`config.mk`:
```
export PLATFORM = sky130hd
export DESIGN_NAME = cnn_batch_norm_weights_loader
export DESIGN_NICKNAME = d
export VERILOG_FILES = /design/src/rtl/cnn_batch_norm_weights_loader.sv
export SDC_FILE = /design/constraint.sdc
export NUM_CORES = 1
export LEC_CHECK = 0
export CAP_MARGIN = 10
export CORE_ASPECT_RATIO = 1.75
export CORE_MARGIN = 8
export CORE_UTILIZATION = 35
export DETAILED_ROUTE_END_ITERATION = 12
export GPL_TIMING_DRIVEN = 0
export PLACE_DENSITY = 0.67
export SLEW_MARGIN = 40
export SYNTH_ARGS = -nofsm -noshare
export SYNTH_HDL_FRONTEND = slang
export SYNTH_SLANG_ARGS = --single-unit
```
`constraint.sdc`:
```
create_clock -name i_clock -period 2.4 [get_ports i_clock]
set_input_delay 0.48 -clock i_clock [delete_from_list [all_inputs] [get_ports i_clock]]
set_output_delay 0.48 -clock i_clock [all_outputs]
set_load 0.005 [all_outputs]
```
`src/rtl/cnn_batch_norm_weights_loader.sv`:
```
// Batch-norm weights loader: streams input words into OUTPUT_BRAM_NUM BRAMs in
// index order, `size` words per BRAM. Each BRAM gets byte addresses 0,4,8,...
module cnn_batch_norm_weights_loader #(
    parameter int unsigned OUTPUT_BRAM_NUM          = 4,
    parameter int unsigned DATA_WIDTH               = 32,
    parameter int unsigned BATCH_NORM_WEIGHTS_WIDTH = 8
) (
    input  logic                                                i_clock,
    input  logic                                                i_reset,
    input  logic                                                i_start,
    input  logic [BATCH_NORM_WEIGHTS_WIDTH-1:0]                 i_batch_norm_weights_size,
    input  logic                                                i_reset_busy,
    input  logic                                                i_s_valid,
    input  logic [DATA_WIDTH-1:0]                               i_s_data,
    output logic                                                o_s_ready,
    output logic                                                o_enable,
    output logic [OUTPUT_BRAM_NUM-1:0]                          o_wenable,
    output logic [DATA_WIDTH-1:0]                               o_bram_data,
    output logic [OUTPUT_BRAM_NUM*BATCH_NORM_WEIGHTS_WIDTH-1:0] o_batch_norm_weights_data_point,
    output logic                                                o_busy,
    output logic                                                o_done
);

    localparam int unsigned SW       = BATCH_NORM_WEIGHTS_WIDTH;
    localparam int unsigned BIDX_W   = (OUTPUT_BRAM_NUM > 1) ? $clog2(OUTPUT_BRAM_NUM) : 1;
    localparam int unsigned SIZE_MAX = 1 << (SW - 2);

    localparam logic [SW-1:0]     SIZE_MAX_V = SW'(SIZE_MAX);
    localparam logic [BIDX_W-1:0] LAST_BRAM  = BIDX_W'(OUTPUT_BRAM_NUM - 1);

    typedef enum logic [1:0] {
        IDLE     = 2'd0,
        WAIT_RST = 2'd1,
        LOAD     = 2'd2,
        DONE     = 2'd3
    } state_t;

    state_t                    state_q;
    logic [SW-1:0]             size_q;
    logic [SW-1:0]             word_idx_q;
    logic [BIDX_W-1:0]         bram_idx_q;
    logic [OUTPUT_BRAM_NUM-1:0] wenable_q;
    logic [DATA_WIDTH-1:0]     bram_data_q;
    logic [SW-1:0]             dp_q [OUTPUT_BRAM_NUM];
    logic                      busy_q;
    logic                      enable_q;
    logic                      done_q;

    logic [SW-1:0]             size_sat_d;
    logic [SW-1:0]             word_idx_d;
    logic                      last_word_d;
    logic                      accept_d;

    // Size saturation keeps 4*(size-1) inside SW bits; handshake and wrap detect.
    always_comb begin
        size_sat_d  = (i_batch_norm_weights_size > SIZE_MAX_V) ? SIZE_MAX_V : i_batch_norm_weights_size;
        word_idx_d  = word_idx_q + SW'(1);
        last_word_d = (word_idx_d == size_q);
        accept_d    = i_s_valid && (state_q == LOAD) && !i_reset_busy;
    end

    assign o_s_ready   = (state_q == LOAD) && !i_reset_busy;
    assign o_enable    = enable_q;
    assign o_wenable   = wenable_q;
    assign o_bram_data = bram_data_q;
    assign o_busy      = busy_q;
    assign o_done      = done_q;

    for (genvar gi = 0; gi < OUTPUT_BRAM_NUM; gi++) begin : g_dp
        assign o_batch_norm_weights_data_point[gi*SW +: SW] = dp_q[gi];
    end

    // Control FSM with registered write port, status and completion pulse.
    always_ff @(posedge i_clock or posedge i_reset) begin
        if (i_reset) begin
            state_q     <= IDLE;
            size_q      <= '0;
            word_idx_q  <= '0;
            bram_idx_q  <= '0;
            wenable_q   <= '0;
            bram_data_q <= '0;
            busy_q      <= 1'b0;
            enable_q    <= 1'b0;
            done_q      <= 1'b0;
            for (int i = 0; i < OUTPUT_BRAM_NUM; i++) begin
                dp_q[i] <= '0;
            end
        end else begin
            wenable_q <= '0;
            done_q    <= 1'b0;
            case (state_q)
                IDLE: begin
                    if (i_start) begin
                        size_q     <= size_sat_d;
                        word_idx_q <= '0;
                        bram_idx_q <= '0;
                        busy_q     <= 1'b1;
                        enable_q   <= 1'b1;
                        state_q    <= WAIT_RST;
                    end
                end
                WAIT_RST: begin
                    if (size_q == '0) begin
                        state_q <= DONE;
                        done_q  <= 1'b1;
                    end else if (!i_reset_busy) begin
                        state_q <= LOAD;
                    end
                end
                LOAD: begin
                    if (accept_d) begin
                        wenable_q           <= OUTPUT_BRAM_NUM'(1) << bram_idx_q;
                        bram_data_q         <= i_s_data;
                        dp_q[bram_idx_q]    <= SW'({word_idx_q, 2'b00});
                        if (last_word_d) begin
                            word_idx_q <= '0;
                            if (bram_idx_q == LAST_BRAM) begin
                                state_q <= DONE;
                                done_q  <= 1'b1;
                            end else begin
                                bram_idx_q <= bram_idx_q + BIDX_W'(1);
                            end
                        end else begin
                            word_idx_q <= word_idx_d;
                        end
                    end
                end
                DONE: begin
                    state_q  <= IDLE;
                    busy_q   <= 1'b0;
                    enable_q <= 1'b0;
                end
                default: state_q <= IDLE;
            endcase
        end
    end

endmodule

```
==> reports/results.ini, run 1 <==
[clocking]
clock_insertion_delay_worst_skew_ns=0.34
cts_root_buf=clkbuf_16
clk_transition_reported_paths_ns=0.06
cts_made_buffers=9
htree_num_levels=3
ctsLongestPathBuffers=2
numClockSinks=82
tritoncts=yes

[run_status]
run_status=finished, final reports clean

[pwr]
switching_share=0.306
p_switching_w=0.00180
pwr-share-seq=0.370
comb_power_share=0.395
ir_drop_mv=0.562
intPower_w=0.00407
power.static_leakage_nw=2.35
powerDensity_mw_per_mm2=1090
clock_network_fraction_of_total_power=0.234

[grt]
globalRouteOverflowTotal=0
grt_start_max_net_pins=26
grt_usage=0.144
antenna_found_initial=0
grt_first_pass_wirelength_um=15800
grt_pass1_vias=3035

[drt]
routed_wl_um=9830
routed.top_layer=met4
route.detailed.vias_per_inst=4.88
number_of_design_rule_violations_left_by_the_first_detailed_router_iteration=130
num_vias=2832
drt_pass1_iterations=5
routed-wl-met3_um=475
drc=0
wire_per_inst_um=16.9
detail-route-antenna-nets=0
route.met2.wl_um=5560
met1_length_um=3480

[critical_path]
timing_worst_setup_path_type=flip-flop to flip-flop
setup.worst_path.start_class=flip-flop
worstPathMaxFanout=9
worst_setup_path_end_kind=flip-flop
worstSetupEndpoint=state_q[1]
critical_path_required_ns=2.62
crit-reg2reg-capture=state_q[1]
rr_worst_depth=8
timing.critical_path.arrival_ns=2.57
rrSetupSlack_ns=0.05
crit_start=word_idx_q[0]
reg2reg_from=word_idx_q[0]

[logic_synthesis]
synth_top_area_cell=dfrtp_1
multiplexer_share_of_the_synthesized_area=0.141
synth-adder-area-share=0.0304
dominant_combinational_cell_family_by_area_after_synthesis=multiplexers
post_synth_most_frequent_cells=dfrtp_1, mux2_2, nand2_1, o21ai_0, inv_1
synth_top_cell_area_share=0.555
synthCells=317
netlist_area_mm2=0.00370
synthesis.area_per_instance_um2=11.7
yosysSeqAreaShare=0.555
yosys_warnings=0
ys_seq_elements=82
ys_top_cells_by_area=dfrtp_1, mux2_2, nand2_1
synthSimpleGateAreaFrac=0.115
yosysMostFrequentCell=dfrtp_1
ys_dominant_reg_cell=dfrtp_1
synth-xor-area-share=0.0166
share_of_flip_flops_with_an_asynchronous_set_or_reset=1.00
synth.lib_cells_used.distinct=49
number_of_flops_mapped_to_enable_cells_by_yosys=0
synth-compound-area-share=0.0930

[layout]
nNetsFinal=502
antennaDiodeCount=0
layout-drive-gt1-share=0.208
number_of_cells_in_the_finished_layout_apart_from_fillers=580
synthToLayoutAreaGrowth_pct=45.5

[floorplan]
fp.dieArea_mm2=0.0142
die_width_um=93.7
io_pins=117
core_mm2=0.0103
fp.dieH_um=152
row_count=49
initial_core_util=0.359

[timing]
min_period_over_period=0.977
grt_setup_unrepaired=true
final_period_minus_worst_setup_slack_ns=2.35
maxClockFrequency_mhz=426
maxSlewViolCount=0
hold_viol_final=0
holdWs_ns=0.476
final.setup_skew_ns=0.00740
final-setup-viol-count=0

[placement]
place_congestion=0.824
placed_cells_incl_taps=562
placement.io_buffers=108
dp_hpwl_um=7760

[job]
timing.max_cap.violations=0

[worst_hold_path]
worst_hold_path_type=flip-flop to flip-flop
startpoint_of_the_tightest_hold_check_path=o_batch_norm_weights_data_point[29]

-- registers in the layout (all words and copies together) (netlist names) --
signal / flops
o_enable: 1
o_done: 1
o_batch_norm_weights_data_point: 24
word_idx_q: 8
state_q: 2
o_wenable: 4
o_bram_data: 32
size_q: 8
bram_idx_q: 2
-- worst max-delay path, cell delays in order, from the launching register on --
cell	delay [ns]
dfrtp_1	0.39
ha_2	0.19
buf_6	0.13
xnor2_1	0.12
or4_1	0.41
nand4_1	0.16
a41oi_2	0.15
or3_4	0.38
mux2_4	0.31
-- cell type report --
cell class              count  area (um2)
fillers                   964        4920
multi-input cells         205        1520
clock inverters             4        51.3
inverters                  15        60.1
clock buffers              12         246
plain buffers              22         145
well taps                 127         159
flip-flops and latches     82        2050
repair buffers            113        1150
-- stage by stage --
stage	setup WS (ns)	util	area, um2	total power, W	TNS [ns]
detailed placement	-0.333	0.488	5020	0.00449	-10.63
CTS	0.000934	0.519	5350	0.00592	0
floorplan	0.0744	-	3730	0.00327	0
finish	0.0540	0.523	5380	0.00587	0
global route	-0.0173	0.523	5380	0.00624	-0.0266
global placement	-0.300	0.483	4970	0.00437	-9.08
-- how the worst min path moves through the flow --
stage / to / depth (start not counted)
after floorplan: o_batch_norm_weights_data_point[12] / 2
after global placement: o_batch_norm_weights_data_point[30] / 2
after detailed placement: o_batch_norm_weights_data_point[29] / 2
after CTS: o_batch_norm_weights_data_point[29] / 2
after global routing: o_batch_norm_weights_data_point[22] / 2
final: o_batch_norm_weights_data_point[29] / 2
-- power by group through the flow --
stage	Combinational, W	Sequential (W)	Clock (W)
after floorplan	0.00110	0.00217	0
after global placement	0.00220	0.00216	0
after detailed placement	0.00229	0.00220	0
after CTS	0.00234	0.00217	0.00141
after global routing	0.00252	0.00225	0.00146
final	0.00232	0.00217	0.00138
-- layout by cell type (no fill, tap or decap), types with 2 or more instances in the layout --
master | netlist | final
inv_2 | 0 | 2
nor3_1 | 6 | 6
clkinvlp_4 | 0 | 2
clkdlybuf4s50_1 | 0 | 108
or4_1 | 4 | 4
a22o_1 | 6 | 6
and2_1 | 3 | 3
inv_1 | 15 | 12
xnor2_1 | 4 | 4
clkbuf_1 | 8 | 5
nand2b_1 | 4 | 4
xor2_1 | 3 | 3
o311ai_0 | 4 | 4
and3_1 | 2 | 2
dfrtp_1 | 82 | 81
clkbuf_16 | 0 | 9
o211ai_1 | 2 | 2
o21ai_0 | 20 | 20
nand4_1 | 6 | 6
ha_2 | 0 | 2
clkbuf_4 | 0 | 3
and3b_1 | 2 | 2
clkbuf_2 | 0 | 2
buf_12 | 0 | 2
nand2_1 | 35 | 34
ha_1 | 9 | 7
nor2b_1 | 2 | 2
a21oi_1 | 7 | 7
mux2_2 | 44 | 44
conb_1 | 1 | 8
nor2_1 | 6 | 6
buf_2 | 5 | 3
nand3_1 | 5 | 5
buf_4 | 9 | 12
-- what timing repair did --
item / 4_1_cts / 5_1_grt
hold buffers: 0 / 0
setup endpoints to repair: 45 / 53
cloned: 0 / 0
resized for setup: 8 / 14
pin swaps: 3 / 0
setup buffers: 1 / 1
-- cells by family after synthesis --
logic type      after synthesis
xor+xnor                      7
simple gates                 83
mux                          46
buf+inv                      37
other cells                   1
flops                        82
fa+ha+maj                     9
compound gates               52
-- layer usage --
metal	vias up	GRT usage
met2	67	0.268
met3	19	0.0360
met4	0	0.0768
li1	1362	-
met5	-	0
met1	1384	0.137
Power figures use the tool's default switching activity.
==> inputs of run 2 (changes only) <==
SKIP_CTS_REPAIR_TIMING = 1   (was not set)
==> run 2 against run 1 <==
  * Worst setup slack gained 0.051 ns
  * Critical path type unchanged
  * Design area grew 0.67%
  * Critical endpoint unchanged
  * Core utilization grew 0.35 points
  * Wire length grew 0.16%
  * Via count grew 0.67%
==> reports/results.ini, run 2 (synthesis results as in run 1) <==
[run_status]
run_status=finished, final reports clean  ; unchanged

[timing]
holdWs_ns=0.476  ; about the same
final-setup-viol-count=0  ; unchanged
hold_viol_final=0  ; unchanged
final_period_minus_worst_setup_slack_ns=2.29  ; was 2.35 ns
min_period_over_period=0.956  ; was 0.977
timing.setup.tns_ns=0  ; unchanged
final.setup_skew_ns=0.00601  ; was 0.00740 ns
maxSlewViolCount=0  ; unchanged
maxClockFrequency_mhz=436  ; was 426 MHz

[critical_path]
worst_setup_path_end_kind=flip-flop  ; unchanged
crit_path_max_incr_delay_ns=0.49  ; was 0.41 ns
timing_worst_setup_path_type=flip-flop to flip-flop  ; unchanged
worstPathMaxFanout=8  ; was 9
critical_path_required_ns=2.62  ; about the same
timing.critical_path.slowest_stage_cell=or4_1  ; unchanged
timing.critical_path.arrival_ns=2.51  ; was 2.57 ns
rrSetupSlack_ns=0.11  ; was 0.05 ns
cp_top_family=simple AND/OR/NAND/NOR gates  ; unchanged
path_buf_inv=1  ; unchanged
setup.worst_path.start_class=flip-flop  ; unchanged
worstPathCellList=buf_6 -> nand4_1 -> or4_1 -> nand4_1 -> a41oi_2 -> or3_4 -> mux2_4  ; was ha_2 -> buf_6 -> xnor2_1 -> or4_1 -> nand4_1 -> a41oi_2 -> or3_4 -> mux2_4
critical_path.most_common_cell=nand4_1

[pwr]
ir_drop_mv=0.577  ; was 0.562 mV
comb_power_share=0.401  ; was 0.395
intPower_w=0.00412  ; was 0.00407 W
clock_network_fraction_of_total_power=0.231  ; was 0.234
powerDensity_mw_per_mm2=1090  ; about the same
power.static_leakage_nw=2.36  ; was 2.35 nW
p_switching_w=0.00181  ; was 0.00180 W
pwr-share-seq=0.368  ; was 0.370
switching_share=0.305  ; was 0.306

[layout]
flip_flop_count_of_the_largest_register_after_layout=32  ; unchanged
layout.cells.most_common_list=clkdlybuf4s50_1, dfrtp_1, mux2_2  ; unchanged
synthToLayoutAreaGrowth_pct=46.5  ; was 45.5%
antennaDiodeCount=0  ; unchanged
nNetsFinal=505  ; was 502
layout.cells.most_common=clkdlybuf4s50_1  ; unchanged
layout-drive-gt1-share=0.215  ; was 0.208
filler_cell_count=953  ; was 964

[drt]
number_of_design_rule_violations_left_by_the_first_detailed_router_iteration=140  ; was 130
routed_wl_um=9840  ; was 9830 um
detail-route-antenna-nets=0  ; unchanged
drc=0  ; unchanged
wire_per_inst_um=16.9  ; about the same
route.detailed.vias_per_inst=4.89  ; was 4.88
drt_pass1_iterations=4  ; was 5
num_vias=2851  ; was 2832

[grt]
grt_start_max_net_pins=26  ; unchanged
grt_first_pass_wirelength_um=15700  ; was 15800 um
globalRouteOverflowTotal=0  ; unchanged
grt_usage=0.143  ; was 0.144
grt_pass1_vias=3009  ; was 3035
antenna_found_initial=0  ; unchanged

[clocking]
htree_num_levels=3  ; unchanged
numClockSinks=82  ; unchanged
cts_made_buffers=9  ; unchanged
clk_transition_reported_paths_ns=0.06  ; about the same
ctsLongestPathBuffers=2  ; unchanged
cts_root_buf=clkbuf_16  ; unchanged
tritoncts=yes  ; unchanged
clock_insertion_delay_worst_skew_ns=0.34  ; about the same

[floorplan]
core_mm2=0.0103  ; unchanged
die_width_um=93.7  ; unchanged
row_count=49  ; unchanged
fp.dieH_um=152  ; unchanged
fp.dieArea_mm2=0.0142  ; unchanged
io_pins=117  ; unchanged
initial_core_util=0.359  ; unchanged

[placement]
place_congestion=0.824  ; unchanged
placement.io_buffers=108  ; unchanged
dp_hpwl_um=7760  ; unchanged

[worst_hold_path]
worst_hold_path_type=flip-flop to flip-flop  ; unchanged

[job]
timing.max_cap.violations=0  ; unchanged

-- run 2: power groups by stage --
stage | Combinational [W] | Sequential, W | Clock [W]
after global placement | 0.00220 | 0.00216 | 0
after CTS | 0.00230 | 0.00218 | 0.00141
after detailed placement | 0.00229 | 0.00220 | 0
final | 0.00238 | 0.00218 | 0.00137
after floorplan | 0.00110 | 0.00217 | 0
after global routing | 0.00258 | 0.00226 | 0.00146
-- run 2: layout make-up --
cell class	count	area, um2	share of cell area
sequential	82	2050	0.379
multi-input combinational	205	1530	0.282
timing repair buffer	117	1180	0.218
clock buffer	12	246	0.0455
tap	127	159	0.0293
buffer	21	138	0.0254
inverter	15	60.1	0.0111
clock inverter	4	51.3	0.00946
-- run 2: worst reg2reg max path, delay by kind of cell, from the launching register on --
family                 cells  cell delay, ns
AND/OR/NAND/NOR            4            1.15
flip-flops                 1            0.41
multiplexers               1            0.31
AO/OA/AOI/OAI              1            0.17
buffers and inverters      1            0.15
-- run 2: metal layers --
metal / GRT usage / routed length, um
met5: 0 / 0
met4: 0.0745 / 317
met3: 0.0360 / 480
met2: 0.266 / 5650
met1: 0.138 / 3390
-- run 2: path summary, 6_finish.rpt --
kind,startpoint,end,cells past startpoint
worst max-delay path,word_idx_q[1],state_q[1],7
worst min-delay path,o_batch_norm_weights_data_point[29],o_batch_norm_weights_data_point[29],2
worst max register to register,word_idx_q[1],state_q[1],7
worst min register to register,o_batch_norm_weights_data_point[29],o_batch_norm_weights_data_point[29],2
max in group asynchronous,i_reset,o_batch_norm_weights_data_point[3],4
min in group asynchronous,i_reset,o_bram_data[29],2
-- run 2: per-stage QoR --
| stage | std cells | total power, W | utilization | instance area [um2] | setup slack [ns] |
|---|---|---|---|---|---|
| finish | 583 | 0.00593 | 0.526 | 5420 | 0.105 |
| global placement | 559 | 0.00437 | 0.483 | 4970 | -0.300 |
| detailed placement | 562 | 0.00449 | 0.488 | 5020 | -0.333 |
| floorplan | 324 | 0.00327 | - | 3730 | 0.0744 |
| CTS | 578 | 0.00589 | 0.517 | 5320 | -0.282 |
| global route | 583 | 0.00630 | 0.526 | 5420 | -0.00600 |
==> inputs of run 3 (changes only) <==
CORE_ASPECT_RATIO = not set   (was 1.75)
SETUP_SLACK_MARGIN = 0.3   (was not set)
SKIP_LAST_GASP = 1   (was not set)
==> run 3 against run 2 <==
  * Count of clock-buffer cells in the layout shrank 1
  * Design area grew 3.6%
  * Via count grew 1.9%
  * Critical endpoint unchanged
  * Maximum frequency shrank 3.5%
  * Die area shrank 0.91%
  * Clock skew grew 0.0051 ns
  * Hold slack lost 0.013 ns
  * Wire length shrank 2.2%
  * Non-clock buffer count grew 7
==> reports/results.ini, run 3 (synthesis results as in run 1) <==
[drt]
drt_pass1_iterations=4  ; unchanged
number_of_design_rule_violations_left_by_the_first_detailed_router_iteration=68  ; was 140
routed_wl_um=9620  ; was 9840 um
wire_per_inst_um=16.1  ; was 16.9 um
drc=0  ; unchanged
route.detailed.vias_per_inst=4.85  ; was 4.89
detail-route-antenna-nets=0  ; unchanged
num_vias=2905  ; was 2851

[placement]
dp_hpwl_um=7160  ; was 7760 um
placement.io_buffers=108  ; unchanged
placement.cell_area_mm2=0.00511  ; was 0.00502 mm2
place_congestion=0.835  ; was 0.824
placed_cells_incl_taps=572  ; was 562

[floorplan]
core_mm2=0.0103  ; about the same
row_count=37  ; was 49
io_pins=117  ; unchanged
die_width_um=119  ; was 93.7 um
fp.dieH_um=119  ; was 152 um
initial_core_util=0.360  ; was 0.359
fp.dieArea_mm2=0.0141  ; was 0.0142 mm2

[layout]
synthToLayoutAreaGrowth_pct=51.7  ; was 46.5%
nNetsFinal=512  ; was 505
antennaDiodeCount=0  ; unchanged
fin_area_mm2=0.00561  ; was 0.00542 mm2
utilization=0.546  ; was 0.526
layout-drive-gt1-share=0.274  ; was 0.215
layout.cells.most_common_list=clkdlybuf4s50_1, dfrtp_1, mux2_2  ; unchanged
layout.cells.most_common=clkdlybuf4s50_1  ; unchanged
number_of_cells_in_the_finished_layout_apart_from_fillers=599  ; was 583
flip_flop_count_of_the_largest_register_after_layout=32  ; unchanged

[grt]
grt_usage=0.136  ; was 0.143
antenna_found_initial=0  ; unchanged
grt_first_pass_wirelength_um=15700  ; about the same
grt_pass1_vias=3093  ; was 3009
grt_start_max_net_pins=22  ; was 26
globalRouteOverflowTotal=0  ; unchanged

[timing]
maxSlewViolCount=0  ; unchanged
grt_setup_unrepaired=true
min_period_over_period=0.991  ; was 0.956
hold_viol_final=0  ; unchanged
maxClockFrequency_mhz=420  ; was 436 MHz
timing.setup.tns_ns=0  ; unchanged
holdWs_ns=0.463  ; was 0.476 ns
final.setup_skew_ns=0.0111  ; was 0.00601 ns
final-setup-viol-count=0  ; unchanged
final_period_minus_worst_setup_slack_ns=2.38  ; was 2.29 ns

[pwr]
power.static_leakage_nw=2.44  ; was 2.36 nW
p_switching_w=0.00189  ; was 0.00181 W
comb_power_share=0.445  ; was 0.401
switching_share=0.322  ; was 0.305
ir_drop_mv=0.517  ; was 0.577 mV
pwr-share-seq=0.374  ; was 0.368
clock_network_fraction_of_total_power=0.181  ; was 0.231
powerDensity_mw_per_mm2=1050  ; was 1090 mW/mm2
intPower_w=0.00398  ; was 0.00412 W

[clocking]
htree_num_levels=3  ; unchanged
cts_root_buf=clkbuf_8  ; was clkbuf_16
ctsLongestPathBuffers=2  ; unchanged
clock_insertion_delay_worst_skew_ns=0.36  ; was 0.34 ns
clk_transition_reported_paths_ns=0.09  ; was 0.06 ns
cts_made_buffers=9  ; unchanged
numClockSinks=82  ; unchanged
tritoncts=yes  ; unchanged

[job]
timing.max_cap.violations=0  ; unchanged

[critical_path]
path_buf_inv=1  ; unchanged
worst_setup_path_end_kind=flip-flop  ; unchanged
timing_worst_setup_path_type=flip-flop to flip-flop  ; unchanged
timing.critical_path.arrival_ns=2.63  ; was 2.51 ns
setup.worst_path.start_class=flip-flop  ; unchanged
timing.critical_path.slowest_stage_cell=dfrtp_1  ; was or4_1
critical_path_required_ns=2.65  ; was 2.62 ns
worstPathCellList=ha_2 -> buf_6 -> xnor2_1 -> or4_1 -> nand4_1 -> a41oi_2 -> or3_4 -> mux2_4  ; was buf_6 -> nand4_1 -> or4_1 -> nand4_1 -> a41oi_2 -> or3_4 -> mux2_4
cp_top_family=simple AND/OR/NAND/NOR gates  ; unchanged
crit_path_max_incr_delay_ns=0.42  ; was 0.49 ns
worstPathMaxFanout=8  ; unchanged

[run_status]
run_status=finished, final reports clean  ; unchanged

[worst_hold_path]
worst_hold_path_type=primary input to async pin  ; was flip-flop to flip-flop

run 3: cell types whose count changed in the layout (fill, tap and decap cells not counted), moves of 3 or more:
cell,before,now
o21ai_1,1,4
o21ai_0,20,15
buf_16,0,4
o311ai_2,0,3
buf_4,15,21
clkbuf_16,9,1
clkbuf_8,1,11
nand2_2,0,4
nand2_1,35,31
clkbuf_1,5,1
o311ai_0,4,1
run 3: path summary, 6_finish.rpt:
check                           depth (start not counted)                                 from                             endpoint  slack (ns)
worst min-delay path                                    2                              i_reset  o_batch_norm_weights_data_point[13]        0.46
worst min register to register                          2  o_batch_norm_weights_data_point[29]  o_batch_norm_weights_data_point[29]        0.48
worst max-delay path                                    8                        word_idx_q[0]                           state_q[1]        0.02
max in group asynchronous                               4                              i_reset                           state_q[0]        1.34
min in group i_clock                                    2  o_batch_norm_weights_data_point[29]  o_batch_norm_weights_data_point[29]        0.48
worst max register to register                          8                        word_idx_q[0]                           state_q[1]        0.02
run 3: layout make-up:
cell class / count / area (um2)
multi-input combinational: 205 / 1650
buffer: 22 / 164
clock inverter: 5 / 60.1
tap: 136 / 170
inverter: 15 / 66.3
clock buffer: 11 / 151
sequential: 82 / 2050
fill: 900 / 4660
timing repair buffer: 123 / 1300
run 3: stage by stage:
stage	setup WS [ns]	total power, W
finish	0.0208	0.00587
global route	-0.0505	0.00627
CTS	-0.357	0.00555
detailed placement	-0.370	0.00447
global placement	-0.307	0.00437
floorplan	0.196	0.00328
run 3: worst reg2reg max path, stage by stage (launching register included):
cell and delay (ns):
dfrtp_1 0.42, ha_2 0.19, buf_6 0.13, xnor2_1 0.12
or4_1 0.42, nand4_1 0.17, a41oi_2 0.15, or3_4 0.38
mux2_4 0.30
run 3: layer usage:
| metal | track usage | share of wire |
|---|---|---|
| met3 | 0.0661 | 0.091 |
| met4 | 0.0490 | 0.014 |
| met2 | 0.230 | 0.52 |
| met1 | 0.146 | 0.38 |
| met5 | 0 | 0 |
run 3: power groups by stage:
stage	clock network [W]	logic (W)	registers (W)
6_report	0.00106	0.00261	0.00219
5_1_grt	0.00114	0.00286	0.00227
3_3_place_gp	0	0.00220	0.00217
3_5_place_dp	0	0.00226	0.00220
4_1_cts	0.00109	0.00228	0.00218
2_1_floorplan	0	0.00111	0.00217
